$ cat src/rtl/id_ex_stage.sv
// ID/EX pipeline register for the 5-stage RV32I core.
// Detects load-use hazards, stalls the front end and injects bubbles; kills ID on a taken branch.
module id_ex_stage #(
  parameter int XLEN   = 32,
  parameter int CTRL_W = 8,
  parameter int CNT_W  = 16
) (
  input  logic              CLK,
  input  logic              RST,
  input  logic              stall_ext,
  input  logic              flush,
  input  logic              valid_ID,
  input  logic [XLEN-1:0]   PC_ID,
  input  logic [XLEN-1:0]   RD1_ID,
  input  logic [XLEN-1:0]   RD2_ID,
  input  logic [XLEN-1:0]   IMM_ID,
  input  logic [4:0]        RS1_ID,
  input  logic [4:0]        RS2_ID,
  input  logic [4:0]        RD_ID,
  input  logic              useRS1_ID,
  input  logic              useRS2_ID,
  input  logic [CTRL_W-1:0] ctrl_ID,
  output logic              valid_EX,
  output logic [XLEN-1:0]   PC_EX,
  output logic [XLEN-1:0]   RD1_EX,
  output logic [XLEN-1:0]   RD2_EX,
  output logic [XLEN-1:0]   IMM_EX,
  output logic [4:0]        RS1_EX,
  output logic [4:0]        RS2_EX,
  output logic [4:0]        RD_EX,
  output logic [CTRL_W-1:0] ctrl_EX,
  output logic              regWrite_EX,
  output logic              memRead_EX,
  output logic              PCWrite,
  output logic              IFIDWrite,
  output logic [CNT_W-1:0]  bubble_cnt
);

  logic hz;
  logic rs1_match;
  logic rs2_match;

  assign regWrite_EX = ctrl_EX[0] & valid_EX;
  assign memRead_EX  = ctrl_EX[1] & valid_EX;

  // A load writing x0 never produces a value, so it can never be a hazard.
  assign rs1_match = useRS1_ID && (RS1_ID == RD_EX);
  assign rs2_match = useRS2_ID && (RS2_ID == RD_EX);
  assign hz        = memRead_EX && (RD_EX != 5'd0) && valid_ID && !flush
                     && (rs1_match || rs2_match);

  assign PCWrite   = ~(hz | stall_ext);
  assign IFIDWrite = ~(hz | stall_ext);

  always_ff @(posedge CLK) begin
    if (RST) begin
      valid_EX   <= 1'b0;
      PC_EX      <= '0;
      RD1_EX     <= '0;
      RD2_EX     <= '0;
      IMM_EX     <= '0;
      RS1_EX     <= '0;
      RS2_EX     <= '0;
      RD_EX      <= '0;
      ctrl_EX    <= '0;
      bubble_cnt <= '0;
    end else if (!stall_ext) begin
      if (flush || hz) begin
        // Bubble: zeroed control keeps it from retriggering hazards or forwarding.
        valid_EX <= 1'b0;
        PC_EX    <= '0;
        RD1_EX   <= '0;
        RD2_EX   <= '0;
        IMM_EX   <= '0;
        RS1_EX   <= '0;
        RS2_EX   <= '0;
        RD_EX    <= '0;
        ctrl_EX  <= '0;
        if (hz && (bubble_cnt != {CNT_W{1'b1}})) begin
          bubble_cnt <= bubble_cnt + 1'b1;
        end
      end else begin
        valid_EX <= valid_ID;
        PC_EX    <= PC_ID;
        RD1_EX   <= RD1_ID;
        RD2_EX   <= RD2_ID;
        IMM_EX   <= IMM_ID;
        RS1_EX   <= RS1_ID;
        RS2_EX   <= RS2_ID;
        RD_EX    <= RD_ID;
        ctrl_EX  <= valid_ID ? ctrl_ID : '0;
      end
    end
  end

endmodule
$ cat config.mk
export PLATFORM = sky130hd
export DESIGN_NAME = id_ex_stage
export DESIGN_NICKNAME = d
export VERILOG_FILES = /design/src/rtl/id_ex_stage.sv
export SDC_FILE = /design/constraint.sdc
export NUM_CORES = 1
export LEC_CHECK = 0
export ABC_CLOCK_PERIOD_IN_PS = 2500
export CELL_PAD_IN_SITES_DETAIL_PLACEMENT = 0
export CELL_PAD_IN_SITES_GLOBAL_PLACEMENT = 1
export CORE_MARGIN = 1.5
export CORE_UTILIZATION = 28
export DETAILED_ROUTE_END_ITERATION = 16
export PLACE_DENSITY_LB_ADDON = 0.08
export SETUP_SLACK_MARGIN = 0.15
export SLEW_MARGIN = 0
export SYNTH_ARGS = -nofsm -noshare
export SYNTH_HDL_FRONTEND = slang
export SYNTH_SLANG_ARGS = --single-unit
$ cat constraint.sdc
create_clock -name CLK -period 2.5 [get_ports CLK]
set_clock_uncertainty 0.05 [all_clocks]
set_input_delay 0.5 -clock CLK [delete_from_list [all_inputs] [get_ports CLK]]
set_output_delay 0.5 -clock CLK [all_outputs]
set_load 0.005 [all_outputs]
After elaboration in Yosys (flattened, before gate mapping):

Cells that the tools add are included.

* bits in registers: 168
* bits of input ports: 158
* output and inout port bits: 172
* word-level logic and storage cells: 41

* add/subtract/negate cells: 1
* equality and inequality tests: 3
* multiplexer cells: 10
* bitwise gates (word level): 5
* reductions and logical operators: 12

Operator list (number)
* two-way mux 32 bit: 4
* adder 16 x 1 -> 16 bit (second input constant): 1
* two-way mux 8 bit: 2
* != test 16 bit (second input constant): 1
* two-way mux 5 bit: 3
* == test 5 bit: 2
* logical AND 1 bit: 7
* nonzero test 5 bit: 1
* AND reduction 3 bit: 1
* bitwise AND 1 bit: 2
* logical OR 1 bit: 2
* NOT 1 bit: 2
* logical NOT 1 bit: 1
* two-way mux 1 bit: 1
* bitwise OR 1 bit: 1

Longest topological paths before layout:

* depth in word-level cells: 7
* depth in mapped cells: 9
* mapped depth without buffers: 5

Least setup slack after synthesis:

Ideal clock, no wire load.

* path kind: input port to output port
* start: input port RS2_ID[3]
* end: output port PCWrite
* data arrival time: 1620 ps
* data required time: 1950 ps
* path slack: 330 ps
* cell stages on the path: 7
* path buffers: 2
* cell sequence: xnor2_1 -> and2_1 -> a32oi_1 -> clkbuf_1 -> nor2_1 -> nor2_1 -> buf_4

* cells in the longest elaborated chain, start to end: 6

Ends and longest elaborated chain
* from (decl): line 18 `input logic [4:0] RS2_ID,`
* == test 5 bit: line 48 `assign rs2_match = useRS2_ID && (RS2_ID == RD_EX);`
* logical AND 1 bit: line 48
* logical OR 1 bit: line 50 `&& (rs1_match || rs2_match);`
* logical AND 1 bit: line 50
* bitwise OR 1 bit
* NOT 1 bit
* to (decl): line 34 `output logic PCWrite,`

Every way passes these cells.

Final worst setup path:

* start: register RD_EX[1]
* end: output port PCWrite

* cells in the longest elaborated chain, start to end: 7
* elaborated cells on any way between the ends: 12

Ends and longest elaborated chain
* from (decl): line 30 `output logic [4:0] RD_EX,`
* from (signal assigned): line 64 `RD_EX <= '0;`
* from (signal assigned): line 77 `RD_EX <= '0;`
* from (signal assigned): line 90 `RD_EX <= RD_ID;`
* nonzero test 5 bit: line 49 `assign hz = memRead_EX && (RD_EX != 5'd0) && valid_ID && !flush`
* logical AND 1 bit (3 in series): line 49
* logical AND 1 bit (*): line 50
* bitwise OR 1 bit (*): line 52 `assign PCWrite = ~(hz | stall_ext);`
* NOT 1 bit (*): line 52

Every way passes the cells marked *; elsewhere a longest branch is shown, timed or not.

==> impl_summary.txt <==
----------------------------------------------------
[Power and ir drop]
  Total power per unit cell area ... 618.4 nW/um^2
  Lkg Pwr ... 3.780 nW
  Worst vdd ir ... about 0.42 mV
  Final Power ... 0.006147 W

[CTS]
  Clock sink count ... 168
  Master cell of the clock root buffer ... clkbuf_16
  TritonCTS clock tree ... done
  Number of clock buffers inserted by TritonCTS ... 17
  Clock latency on the worst-skew pair ... 0.43 ns
  Clk pin slew, worst setup/hold paths ... 0.07 ns
  H-tree levels ... 4
  Maximum root-to-sink buffer count ... 2

[Worst setup path]
  Reg2Reg Setup Slack ... 0.21 ns
  Critical path's most frequent cell ... nor2_1
  Worst Setup End Kind ... output port
  Crit path kind ... reg2out
  Data arrival time of the critical path ... 1.81 ns
  Reg2Reg Launch Point ... RD_EX[1]
  Crit path max-delay cell type ... dfxtp_4
  Kind of start point of the critical path ... flop
  Longest individual stage delay on the worst path ... 0.38 ns
  CP required ... a little under 2 ns
  Max FO, Critical Path ... 5
  Worst flop-to-flop path endpoint ... IMM_EX[15]
  Cell-by-cell trace of the critical path ... xor2_1 -> nor4_2 -> buf_4 -> a32oi_2 -> nor2_1 -> nor2_1 -> buf_2
  Cell count of the worst reg-to-reg path ... 8

[Floorplanning]
  Die area ... 21020 um^2
  Initial core utilization ... 28.82%
  Placeable core region ... 19590 um^2
  Vert. Die Dim ... approximately 140 um
  Horizontal die dimension ... 145.0 um
  Ports placed on the boundary ... 330
  Cell row count ... 51

[Timing]
  Worst rel slew slack ... 39.58%
  Share of the cycle needed by the critical path after routing ... between 90% and 100%
  Final hold viol count ... 0
  Final-report max-slew violation count ... 0
  Peak clock frequency supported by timing ... approximately 420 MHz
  Slew at the pin with the worst max-slew slack ... 0.9041 ns
  Unrepaired setup endpoints after global routing ... true
  Minimum clock period after layout ... 2.362 ns
  Post-Route Hold Slack ... 0.3972 ns
  Final setup violation count ... 0

[Yosys]
  Top_reg_cell synth ... dfxtp_1
  Main area contributors after synthesis ... dfxtp_1 (60%), a22o_1 (22%), mux2_2 (2.0%)
  Fraction of registers with async set/reset ... 0%
  Number of flip-flops and latches in the synthesized netlist ... 168
  Cell Area, Synth ... 5645 um^2
  Syn Inst Count ... between 400 and 500
  Post-synth top area cell ... dfxtp_1
  Number of warning messages in the yosys log ... 0
  Post-synthesis sequential area ratio ... 59.57%
  Post-synth EDFFs ... 0
  Per-instance average area after synthesis ... 11.84 um^2
  Most frequent cell after synthesis ... dfxtp_1
  Nets in the synthesized netlist ... 636
  Top post-synthesis cells by count ... dfxtp_1 (168), a22o_1 (144), buf_2 (20), clkbuf_1 (20), nor2_1 (18)
  Number of different library cells in the post-synthesis netlist ... 34
  Area share of the largest cell type after synthesis ... between 50% and 60%

[Worst hold path]
  Hold depth ... 2
  End point of the most critical hold path ... RS1_EX[1]
  Hold path startpoint ... RS1_ID[1]
  Path type of the worst min-delay path ... in2reg

[Cells and area]
  Count of nets after finishing ... 966
  Number of fill cells in the layout ... around 1800
  Area added between synthesis and finish ... 76.09%
  Multi-input gate area in the final layout ... 2111 um^2
  FF/Latch Area ... approximately 3400 um^2
  Fraction of layout instances using a drive strength above 1 ... 9.535%

[Drt]
  Total routed wirelength ... 19640 um
  Routed via count divided by cell count ... roughly 4.8
  Number of optimization iterations in the first detailed-route pass ... 4
  Antenna Nets Post-Route ... 0
  Average routed wire per standard cell ... 18.11 um
  Initial detailed-routing violation count ... between 200 and 250
  Overall via count from detail_route ... 5178
  DR DRC count ... 0

[Global routing]
  First-pass GRT wire length ... 30390 um
  Via count of the first global-routing pass ... 5302
  Pin count of the biggest net entering global routing ... 74
  Initial antenna violation count ... 1
  Total Routing Usage GR ... 18.53%
  Total overflow reported by the global router ... 0

[Place]
  Count of input and output buffers ... about 330
  Weighted congestion at the end of routability-driven global placement ... approximately 0.76
  DPL Wire Length ... 14170 um

[Job]
  Count of maximum capacitance violations ... 0

[Status]
  Status ... complete, no violations

----------------------------------------------------
[cells in the final DEF, fill, tap and decap left out, drive strengths merged, types with 2 or more instances in the layout]
cell / synthesis / routed
a21oi: 6 / 6
and3: 2 / 2
nand4: 8 / 8
mux2: 10 / 10
and2: 3 / 3
nand3: 4 / 4
o31ai: 5 / 5
a22o: 144 / 144
nor4: 7 / 7
nor3: 6 / 6
xnor2: 2 / 2
dfxtp: 168 / 168
nand2: 4 / 4
clkbuf: 20 / 21
clkinv: 0 / 3
nor2b: 9 / 9
a32o: 8 / 8
clkinvlp: 0 / 2
nor2: 18 / 18
or4: 5 / 5
xor2: 8 / 8
dlygate4sd2: 0 / 8
buf: 23 / 27
or3: 3 / 3
bufinv: 0 / 2
nand2b: 2 / 2
inv: 3 / 5
clkdlybuf4s50: 0 / 318
[sequential cells by signal, indices dropped and copies added, names as in the netlist]
signal / count
RD1_EX: 32
valid_EX: 1
RD_EX: 5
RD2_EX: 32
bubble_cnt: 16
RS1_EX: 5
PC_EX: 32
ctrl_EX: 8
RS2_EX: 5
IMM_EX: 32
[metal layers]
layer / global-route usage, % / wire (um)
met2: 32.18 / 9616
met3: 6.604 / 1541
met5: 0 / 0
met1: 20.79 / 8061
met4: 6.804 / 417
[critical path: cells and delay by family, from the launching register on]
kind	cells	cell delay, ns
buffers and inverters	2	0.29
and+or+nand+nor	3	0.47
AOI/OAI and AO/OA	1	0.09
DFF	1	0.38
xor gates and xnor gates	1	0.16
[how the worst max path moves through the flow]
stage	start	end	depth (start not counted)
global placement	RS1_ID[3]	IFIDWrite	8
detailed placement	RS1_ID[3]	PCWrite	8
floorplan	RS2_ID[3]	PCWrite	7
CTS	RD_EX[2]	PCWrite	7
finish	RD_EX[1]	PCWrite	7
global route	RD_EX[3]	PCWrite	7
[timing repair]
item                       CTS  global route
setup buffers                1             0
gates resized for setup     23             5
setup endpoints to repair  169            76
pin swaps                    8             2
hold buffers                 0             0
[power breakdown]
group | internal, W | switching [W]
clock | 0.00155 | 0.00109
sequential | 0.00277 | 0.0000550
combinational | 0.000461 | 0.000225
[cell type report]
cell class / instances / area share, %
diodes: 1 / 0.02517
clock buffers: 21 / 4.733
clock inverters: 9 / 1.158
inverters: 3 / 0.1133
multi-input cells: 263 / 21.23
flip-flops and latches: 168 / 33.93
well taps: 265 / 3.335
repair buffers: 354 / 35.47
[cell families after synthesis]
logic type               share of synthesized area (%)
flip-flops                                       59.57
AND/OR/NAND/NOR                                  7.203
AO/OA/AOI/OAI                                    25.51
buffers and inverters                            3.768
XOR/XNOR                                         1.552
adder cells (fa/ha/maj)                         0.2216
multiplexers                                     2.172
[through the flow]
stage / area (um^2) / worst slack [ns] / TNS [ns] / std cells / util (%)
2_1_floorplan: 5645 / 0.3303 / 0 / 477 / -
3_3_place_gp: 9326 / -0.5827 / -84.87 / 1052 / 47.61
3_5_place_dp: 9326 / -0.4761 / -69.38 / 1052 / 47.61
4_1_cts: 9922 / 0.07064 / 0 / 1083 / 50.65
5_1_grt: 9941 / 0.02214 / 0 / 1084 / 50.74
6_report: 9941 / 0.1378 / 0 / 1084 / 50.74
No activity file was read; power rests on OpenSTA's default activity.
